[config.mk]
export PLATFORM = sky130hd
export DESIGN_NAME = rom_port_arbiter
export DESIGN_NICKNAME = d
export VERILOG_FILES = /design/src/rtl/rom_port_arbiter.sv
export SDC_FILE = /design/constraint.sdc
export NUM_CORES = 1
export LEC_CHECK = 0
export BUFFER_PORTS_ARGS = -buffer_cell sky130_fd_sc_hd__buf_2
export CELL_PAD_IN_SITES_DETAIL_PLACEMENT = 2
export CELL_PAD_IN_SITES_GLOBAL_PLACEMENT = 2
export CORE_MARGIN = 2
export CORE_UTILIZATION = 29
export DETAILED_ROUTE_END_ITERATION = 10
export PLACE_DENSITY = 0.91
export SETUP_SLACK_MARGIN = 0.15
export SKIP_CTS_REPAIR_TIMING = 1
export SLEW_MARGIN = 5
export SYNTH_ARGS = -nofsm -noshare
export SYNTH_HDL_FRONTEND = slang
export SYNTH_SLANG_ARGS = --single-unit
[constraint.sdc]
create_clock -name clk -period 7.3 [get_ports clk]
set_input_delay 1.095 -clock clk [delete_from_list [all_inputs] [get_ports clk]]
set_output_delay 1.095 -clock clk [all_outputs]
set_load 0.1 [all_outputs]
[src/rtl/rom_port_arbiter.sv]
// Shares one combinational instruction ROM between the fetch port and a load port.
// One grant per cycle; registered, checked and size-extracted responses one cycle later.
module rom_port_arbiter #(
  parameter int ROM_BYTES  = 256,
  parameter int STARVE_MAX = 4
) (
  input  logic        clk,
  input  logic        rst,
  input  logic        if_req,
  input  logic [31:0] if_addr,
  output logic        if_gnt,
  output logic        if_rvalid,
  output logic [31:0] if_rdata,
  output logic        if_err,
  input  logic        ld_req,
  input  logic [31:0] ld_addr,
  input  logic [1:0]  ld_size,
  input  logic        ld_signed,
  output logic        ld_gnt,
  output logic        ld_rvalid,
  output logic [31:0] ld_rdata,
  output logic        ld_err,
  output logic [31:0] rom_addr,
  input  logic [31:0] rom_data
);

  localparam int CW = $clog2(STARVE_MAX + 1);

  logic [CW-1:0] starve_cnt_reg;
  logic [31:0]   addr_hold_reg;
  logic          fetch_prio;
  logic          if_bad;
  logic          ld_bad;
  logic [2:0]    ld_bytes;
  logic [32:0]   ld_end;
  logic [31:0]   ld_data;

  assign fetch_prio = (starve_cnt_reg == CW'(STARVE_MAX));

  // Load normally wins; a fetch starved for STARVE_MAX cycles takes the slot.
  always_comb begin
    if_gnt = 1'b0;
    ld_gnt = 1'b0;
    if (!rst) begin
      if (if_req && (fetch_prio || !ld_req)) begin
        if_gnt = 1'b1;
      end else if (ld_req) begin
        ld_gnt = 1'b1;
      end
    end
  end

  always_comb begin
    rom_addr = addr_hold_reg;
    if (if_gnt) begin
      rom_addr = if_addr;
    end else if (ld_gnt) begin
      rom_addr = ld_addr;
    end
  end

  assign if_bad = (if_addr[1:0] != 2'b00) || (if_addr > 32'(ROM_BYTES - 4));

  always_comb begin
    ld_bytes = 3'd1;
    case (ld_size)
      2'b01:   ld_bytes = 3'd2;
      2'b10:   ld_bytes = 3'd4;
      default: ld_bytes = 3'd1;
    endcase
  end

  // 33-bit sum so addresses near 2^32 cannot wrap back into range.
  assign ld_end = {1'b0, ld_addr} + 33'(ld_bytes);

  assign ld_bad = (ld_size == 2'b11)
               || ((ld_size == 2'b01) && ld_addr[0])
               || ((ld_size == 2'b10) && (ld_addr[1:0] != 2'b00))
               || (ld_end > 33'(ROM_BYTES));

  // ROM data is big-endian from the addressed byte, so narrow loads take the top bits.
  always_comb begin
    ld_data = rom_data;
    case (ld_size)
      2'b00:   ld_data = {{24{ld_signed & rom_data[31]}}, rom_data[31:24]};
      2'b01:   ld_data = {{16{ld_signed & rom_data[31]}}, rom_data[31:16]};
      default: ld_data = rom_data;
    endcase
  end

  always_ff @(posedge clk) begin
    if (rst) begin
      starve_cnt_reg <= '0;
      addr_hold_reg  <= '0;
      if_rvalid      <= 1'b0;
      if_rdata       <= '0;
      if_err         <= 1'b0;
      ld_rvalid      <= 1'b0;
      ld_rdata       <= '0;
      ld_err         <= 1'b0;
    end else begin
      if (if_req && !if_gnt && !fetch_prio) begin
        starve_cnt_reg <= starve_cnt_reg + 1'b1;
      end else begin
        starve_cnt_reg <= '0;
      end

      addr_hold_reg <= rom_addr;

      if_rvalid <= if_gnt;
      if_err    <= if_gnt && if_bad;
      if (if_gnt) begin
        if_rdata <= if_bad ? 32'd0 : rom_data;
      end

      ld_rvalid <= ld_gnt;
      ld_err    <= ld_gnt && ld_bad;
      if (ld_gnt) begin
        ld_rdata <= ld_bad ? 32'd0 : ld_data;
      end
    end
  end

endmodule

==> summary.txt, run 1 <==
DRT
------------------------------------------------------------------------------------
Antenna viol nets, final                                                           0
DRC viols                                                                          0
Final routed wirelength across all metal layers                            22,500 um
Detailed-route via count                                                       5,855
Average wire per cell in the routed design                                   20.7 um
1st-iter DRT viols                                                               290
First drt pass iteration count                                                     4
Number of vias per cell                                                         5.37

STA
------------------------------------------------------------------------------------
Transition time of the tightest slew-check pin                               1.28 ns
Clock period minus worst slack                                               4.81 ns
Number of slew-limit violations in the final report                                0
Final hold violation count                                                         0
Clock skew after layout                                                   0.00644 ns
Unrepaired setup endpoints after global routing                                   no
Total setup violations reported at the end of the flow                             0
Relative slew slack                                                            14.4%
Fmax                                                                         208 MHz
Final sum of negative setup slack                                               0 ns
Share of the clock period used by the worst path after layout                  65.8%
Min Hold Slack                                                              0.459 ns

GLOBAL ROUTE
------------------------------------------------------------------------------------
Pin count of the biggest net entering global routing                              69
Number of antenna violations at the first check in global routing                  0
Overall global routing resource usage                                          22.8%
Global-route wire length before repair                                     35,500 um
Via count of the first global-routing pass                                     6,319
Global-route congestion overflow total                                             0

JOB
------------------------------------------------------------------------------------
# Max-Cap Violations                                                               0

YOSYS
------------------------------------------------------------------------------------
Area fraction of the dominant cell type after synthesis                        39.0%
Yosys warning count                                                                0
Cells after synthesis                                                            685
Yosys cell types                                                                  56
Ranking of synthesized cells by area                                    dfxtp_1 39%, nand2_1 9.4%, a22o_1 5.3%
Synthesized area per cell                                                 7.72 sq um
Synthesized area                                                          5290 sq um
Most used flip-flop cell after synthesis                                     dfxtp_1
Share of synthesized flip-flops with an asynchronous set or reset                 0%
Synthesized net count                                                            799
Library cell occupying the most area in the post-synthesis netlist           dfxtp_1
Fraction of the yosys area taken by sequential cells                           39.0%
Number of enable-type register cells in the synthesized netlist                    0
Number of register bits inferred by synthesis                                    103

POWER AND IR DROP
------------------------------------------------------------------------------------
PD cells                                                                 216 nW/um^2
Worst IR Drop VDD                                                         0.000111 V
Leakage component of the power                                            0.00294 uW

FLOORPLAN
------------------------------------------------------------------------------------
I/O pin count                                                                    205
Core footprint                                                          17,900 sq um
Die area                                                                19,300 sq um
Horizontal extent of the die                                                  139 um
Row count                                                                         49
Chip height                                                                   139 um
Effective utilization at floorplan                                             29.5%

CLOCK NETWORK
------------------------------------------------------------------------------------
Number of sinks driven by the clock tree                                         103
Clock Pin Slew Worst Setup and Hold Paths                                    0.08 ns
Deepest level of the CTS H-tree                                                    3
TritonCTS clock tree                                                           built
Source-to-sink clock delay at the later pin of the worst-skew pair           0.36 ns
Number of buffers on the longest clock path                                        2
Clock buffers created by TritonCTS                                                 9
Clock Root Buffer                                                          clkbuf_16

STATUS
------------------------------------------------------------------------------------
Outcome                                                                 finished clean

FINISH
------------------------------------------------------------------------------------
Post-Layout Inst Area                                                     6780 sq um
Antenna diodes                                                                     0
Number of nets in the layout                                                     971
Area Overhead vs Synth                                                         28.3%
Fraction of layout cells with a size suffix above 1                            28.5%

PLACE
------------------------------------------------------------------------------------
Weighted congestion at the end of routability-driven global placement          0.811
Cell area reported after detailed placement                               6460 sq um
Port buffer count                                                                204
Final HPWL from detailed placement                                         16,400 um

HOLD PATH
------------------------------------------------------------------------------------
Path class of the lowest-slack min-delay path                             reg -> reg
Number of stages on the worst hold path                                            2

SETUP PATH
------------------------------------------------------------------------------------
Endpoint arrival time on the critical path                                   3.71 ns
Register-to-Register Path Depth                                                    9
Critical Path Start Type                                                   input pin
Crit Path Class                                                            in -> out
Peak fanout along the critical path                                               36
Worst setup EP type                                                      output port
Crit path required time                                                      6.20 ns

-- routing by layer --
metal,track usage (%),vias to the layer above,wire [um],share of wire [%]
met5,0,-,0,0
met4,10.1,0,775,3.4
met3,3.11,45,867,3.8
met2,40.2,165,11200,50
met1,27.8,2860,9670,43
li1,-,2785,-,-
-- cells in the mapped netlist (8+ instances only) --
| library cell | count |
|---|---|
| nand2_1 | 133 |
| dfxtp_1 | 103 |
| nor2_1 | 73 |
| clkbuf_1 | 44 |
| nor2b_1 | 34 |
| a31oi_1 | 33 |
| a21oi_1 | 32 |
| a22o_1 | 32 |
| nand4_1 | 32 |
| o21ai_0 | 22 |
| inv_1 | 12 |
| nand3_1 | 11 |
| nor4_1 | 11 |
| ha_1 | 10 |
| a22oi_1 | 9 |
| o31ai_1 | 9 |
| nor3_1 | 8 |
-- area by class of cell --
| type | count | area, sq um |
|---|---|---|
| fillers | 2127 | 11100 |
| inverters | 13 | 48.8 |
| multi-input cells | 519 | 2990 |
| flip-flops and latches | 103 | 2060 |
| clock buffers | 10 | 239 |
| clock inverters | 6 | 80.1 |
| well taps | 229 | 287 |
| repair buffers | 211 | 1070 |
-- layout by cell type, fill, tap and decap left out, types with 3 or more instances in the layout --
cell type / n
a22oi_1: 9
o21ai_0: 22
xnor2_1: 4
a22o_1: 32
inv_1: 12
a221oi_1: 7
o21ai_1: 5
a31oi_1: 33
nor2b_1: 34
dfxtp_1: 103
buf_4: 7
clkbuf_16: 9
a211o_1: 3
nand3_1: 11
o31ai_1: 9
a21oi_1: 31
buf_2: 204
nor4_1: 11
nand2_1: 132
nor2_1: 71
a21o_1: 4
nand4_1: 32
mux2i_1: 4
and3_1: 4
ha_1: 10
nor3b_1: 3
nor3_1: 7
or2_2: 5
-- critical path, cell delays in order --
cell and delay (ns):
buf_2 0.54, or2_2 0.24, clkinv_1 0.81, nand2_1 0.43, a31oi_1 0.19, buf_2 0.37
-- stage by stage --
stage,cells,worst slack (ns),util (%),total power (uW)
final,1091,2.49,37.9,1470
after global routing,1091,2.25,37.9,1520
after detailed placement,1075,2.28,36.1,955
after floorplan,685,1.71,-,849
after global placement,1075,2.52,36.1,946
after CTS,1091,2.45,37.9,1480
-- path summary, 6_finish.rpt --
path,from,endpoint,slack (ns)
worst min-delay path,ld_rdata[6]$_SDFFE_PP0P_,ld_rdata[6]$_SDFFE_PP0P_,0.46
worst max register to register,starve_cnt_reg[0]$_SDFF_PP0_,addr_hold_reg[10]$_SDFF_PP0_,4.59
worst min register to register,ld_rdata[6]$_SDFFE_PP0P_,ld_rdata[6]$_SDFFE_PP0P_,0.46
worst max-delay path,rst,rom_addr[10],2.49
-- power by group --
part | switching, uW | internal, uW
logic | 286 | 79.4
registers | 3.90 | 575
clock network | 242 | 282
-- kinds of logic after synthesis --
logic type               Yosys count  share of synthesized area, %
buffers and inverters             63                          4.71
AO/OA/AOI/OAI                    168                          22.0
AND/OR/NAND/NOR                  329                          29.6
adder cells (fa/ha/maj)           11                          2.74
flip-flops                       103                          39.0
XOR/XNOR                           6                         0.994
multiplexers                       5                         0.970
No activity file was read; power rests on OpenSTA's default activity.
==> inputs of run 2 (changes only) <==
--- a/config.mk
+++ b/config.mk
@@ -5,13 +5,14 @@
 export SDC_FILE = /design/constraint.sdc
 export NUM_CORES = 1
 export LEC_CHECK = 0
+export ABC_AREA = 1
 export BUFFER_PORTS_ARGS = -buffer_cell sky130_fd_sc_hd__buf_2
 export CELL_PAD_IN_SITES_DETAIL_PLACEMENT = 2
 export CELL_PAD_IN_SITES_GLOBAL_PLACEMENT = 2
 export CORE_MARGIN = 2
-export CORE_UTILIZATION = 29
+export CORE_UTILIZATION = 24
 export DETAILED_ROUTE_END_ITERATION = 10
-export PLACE_DENSITY = 0.91
+export PLACE_DENSITY = 0.82
 export SETUP_SLACK_MARGIN = 0.15
 export SKIP_CTS_REPAIR_TIMING = 1
 export SLEW_MARGIN = 5
==> constraint.sdc (replaced) <==
create_clock -name clk -period 3.9 [get_ports clk]
set_input_delay 0.585 -clock clk [delete_from_list [all_inputs] [get_ports clk]]
set_output_delay 0.585 -clock clk [all_outputs]
set_load 0.1 [all_outputs]
==> run 2 against run 1 <==
Compared with the run above:
- critical path depth up 3
- cell count up 42%
- combinational power rose to 3.2 times the previous value
- critical path type is now reg -> out
- clock power up 74%
==> summary.txt, run 2 <==
CLOCK NETWORK
------------------------------------------------------------------------------------
Number of sinks driven by the clock tree                                         103   unchanged
Number of buffers on the longest clock path                                        2   unchanged
Clock Pin Slew Worst Setup and Hold Paths                                    0.07 ns   about the same
TritonCTS clock tree                                                           built
Source-to-sink clock delay at the later pin of the worst-skew pair           0.35 ns   about the same
Clock buffers created by TritonCTS                                                 9   unchanged
Clock Root Buffer                                                          clkbuf_16
Deepest level of the CTS H-tree                                                    3   unchanged

STA
------------------------------------------------------------------------------------
Final hold violation count                                                         0   unchanged
Clock period minus worst slack                                               3.49 ns
Clock skew after layout                                                   0.00842 ns   +0.00198 ns
Final sum of negative setup slack                                               0 ns   unchanged
Share of the clock period used by the worst path after layout                  89.5%
Fmax                                                                         286 MHz
Relative slew slack                                                            19.6%   +5.2 points
Unrepaired setup endpoints after global routing                                   no
Final worst slack                                                           0.409 ns   -2.08 ns
Number of slew-limit violations in the final report                                0   unchanged
Transition time of the tightest slew-check pin                               1.20 ns   -0.0797 ns
Total setup violations reported at the end of the flow                             0   unchanged

DRT
------------------------------------------------------------------------------------
Average wire per cell in the routed design                                   20.7 um   +0.37%
1st-iter DRT viols                                                               471   +62%
First drt pass iteration count                                                     4   unchanged
DRC viols                                                                          0   unchanged
Antenna viol nets, final                                                           0   unchanged
Detailed-route via count                                                       7,903   +35%
Number of vias per cell                                                         5.10   -5.1%
Final routed wirelength across all metal layers                            32,200 um   +43%

FINISH
------------------------------------------------------------------------------------
Commonest non-fill, non-tap cell in the layout                               nand2_1
Number of nets in the layout                                                   1,319   +36%
Area Overhead vs Synth                                                         32.2%
Commonest cells after routing, fill and taps aside                      251 x nand2_1, 171 x buf_2, 103 x dfxtp_1
Count of non-filler cells in the finished layout                               1,551   +42%
Fraction of layout cells with a size suffix above 1                            23.3%   -5.2 points

HOLD PATH
------------------------------------------------------------------------------------
Path class of the lowest-slack min-delay path                             reg -> reg

SETUP PATH
------------------------------------------------------------------------------------
Critical path, cell by cell                                             inv_1 -> ha_1 -> nand2_1 -> nand2_1 -> buf_4 -> nand2_1 -> inv_2 -> o21ai_0 -> buf_12
Critical Path Start Type                                                        flop
Worst reg2reg path startpoint                                           starve_cnt_reg[0]$_SDFF_PP0_
CP max stage cell                                                              inv_2
Crit Path Class                                                           reg -> out
Crit path required time                                                      3.31 ns   -2.89 ns
Combined buffer and inverter count along the critical path                         4   +1
Highest cell delay on the worst timing path                                  0.62 ns   -0.19 ns
WP depth                                                                           9   +3
Gate family responsible for the most delay along the worst path         buffers and inverters
Cell repeated most along the worst path                                      nand2_1
Endpoint arrival time on the critical path                                   2.91 ns   -0.80 ns
Worst setup EP type                                                      output port
Register-to-register setup slack                                             0.94 ns   -3.65 ns
Crit path launch                                                        starve_cnt_reg[0]$_SDFF_PP0_
R2R Path End                                                            if_rdata[20]$_SDFFE_PP0P_
Peak fanout along the critical path                                               35   -2.8%
Crit path to                                                            rom_addr[11]
Register-to-Register Path Depth                                                   10   +1

PLACE
------------------------------------------------------------------------------------
Worst slack after detailed placement                                        0.309 ns   -1.97 ns
Port buffer count                                                                204   unchanged
Number of placed cells counting well taps                                      1,535   +43%
Final HPWL from detailed placement                                         25,700 um   +57%
Weighted congestion at the end of routability-driven global placement          0.896   +11%

YOSYS
------------------------------------------------------------------------------------
Share of synthesized flip-flops with an asynchronous set or reset                 0%   unchanged
Number of enable-type register cells in the synthesized netlist                    0   unchanged
Yosys cell types                                                                  41   -27%
Area fraction of the dominant cell type after synthesis                        31.5%   -7.5 points
Most used flip-flop cell after synthesis                                     dfxtp_1
Synthesized area per cell                                                 6.37 sq um   -18%
Library cell occupying the most area in the post-synthesis netlist           dfxtp_1
Top cells by instance count after synthesis                             251 x nand2_1, 103 x dfxtp_1, 103 x nor2_1
Cells after synthesis                                                          1,027   +50%
Ranking of synthesized cells by area                                    dfxtp_1 32%, nand2_1 14%, nand3_1 6.0%
Synthesized net count                                                          1,141   +43%
Number of register bits inferred by synthesis                                    103   unchanged
Dominant cell by count in the synthesized netlist                            nand2_1
Fraction of the yosys area taken by sequential cells                           31.5%   -7.5 points
Yosys warning count                                                                0   unchanged
Synthesized area                                                          6540 sq um   +24%

POWER AND IR DROP
------------------------------------------------------------------------------------
Leakage component of the power                                            0.00401 uW   +36%
Total power consumption of the routed design                                 3190 uW   +120%
Worst IR Drop VDD                                                         0.000204 V   +85%
PD cells                                                                 369 nW/um^2   +71%

JOB
------------------------------------------------------------------------------------
# Max-Cap Violations                                                               0   unchanged

GLOBAL ROUTE
------------------------------------------------------------------------------------
Overall global routing resource usage                                          22.3%   -0.57 points
Number of antenna violations at the first check in global routing                  3   +3
Via count of the first global-routing pass                                     8,394   +33%
Global-route congestion overflow total                                             0   unchanged
Global-route wire length before repair                                     49,100 um   +38%
Pin count of the biggest net entering global routing                              56   -19%

FLOORPLAN
------------------------------------------------------------------------------------
Effective utilization at floorplan                                             24.3%   -5.2 points
Chip height                                                                   169 um   +22%
I/O pin count                                                                    205   unchanged
Row count                                                                         60   +22%
Horizontal extent of the die                                                  169 um   +22%
Die area                                                                28,600 sq um   +48%
Core footprint                                                          26,900 sq um   +50%

STATUS
------------------------------------------------------------------------------------
Outcome                                                                 finished clean

==> run 2: kinds of logic (layout without fill, tap and decap cells) <==
logic type	Yosys count	count (layout)	share of synthesized area, %
AOI/OAI and AO/OA	203	203	17.4
xor gates and xnor gates	1	1	0.134
adders and majority gates	11	11	2.22
buffers and inverters	161	343	10.2
DFF	103	103	31.5
other	0	1	0
and+or+nand+nor	548	548	38.5
==> run 2: power breakdown <==
group          internal (uW)  leakage [uW]  switching (uW)
Combinational            304       0.00303             856
Clock                    443      0.000134             467
Sequential              1100      0.000843            20.1
Total                   1850       0.00401            1340
==> run 2: worst reg2reg max path, cell delays in order (launching register included) <==
cell	delay (ns)
dfxtp_1	0.33
inv_1	0.06
ha_1	0.18
nand2_1	0.09
nand2_1	0.07
buf_4	0.25
nand2_1	0.34
inv_2	0.62
buf_4	0.59
a21oi_1	0.12
a211oi_1	0.24
==> run 2: cell type report <==
class / instances / area (sq um)
fill: 3267 / 18200
inverter: 109 / 409
clock buffer: 9 / 225
clock inverter: 6 / 53.8
antenna: 1 / 2.50
tap: 341 / 427
sequential: 103 / 2060
multi-input combinational: 763 / 3830
timing repair buffer: 219 / 1630
==> run 2: worst min-delay path by stage <==
stage,start,end,slack (ns),cells after the start
after floorplan,starve_cnt_reg[0]$_SDFF_PP0_,starve_cnt_reg[0]$_SDFF_PP0_,0.42,1
after global placement,starve_cnt_reg[0]$_SDFF_PP0_,starve_cnt_reg[0]$_SDFF_PP0_,0.43,1
after detailed placement,starve_cnt_reg[0]$_SDFF_PP0_,starve_cnt_reg[0]$_SDFF_PP0_,0.45,1
after CTS,starve_cnt_reg[0]$_SDFF_PP0_,starve_cnt_reg[0]$_SDFF_PP0_,0.47,1
after global routing,rom_data[8],if_rdata[8]$_SDFFE_PP0P_,0.49,3
final,starve_cnt_reg[0]$_SDFF_PP0_,starve_cnt_reg[0]$_SDFF_PP0_,0.46,1
==> run 2: through the flow <==
step                hold slack, ns  instance area, sq um  utilization (%)
CTS                          0.465                  8640             32.1
detailed placement           0.453                  8360             31.1
finish                       0.458                  8640             32.2
global route                 0.492                  8640             32.2
floorplan                    0.417                  6560                -
global placement             0.432                  8360             31.1
==> run 2: per-layer routing <==
metal	up-vias	GRT usage (%)	part of all wire (%)
met1	3903	29.5	45
li1	3762	-	-
met2	201	37.7	48
met4	2	6.35	2.2
met5	-	0	0.040
met3	35	3.37	5.1
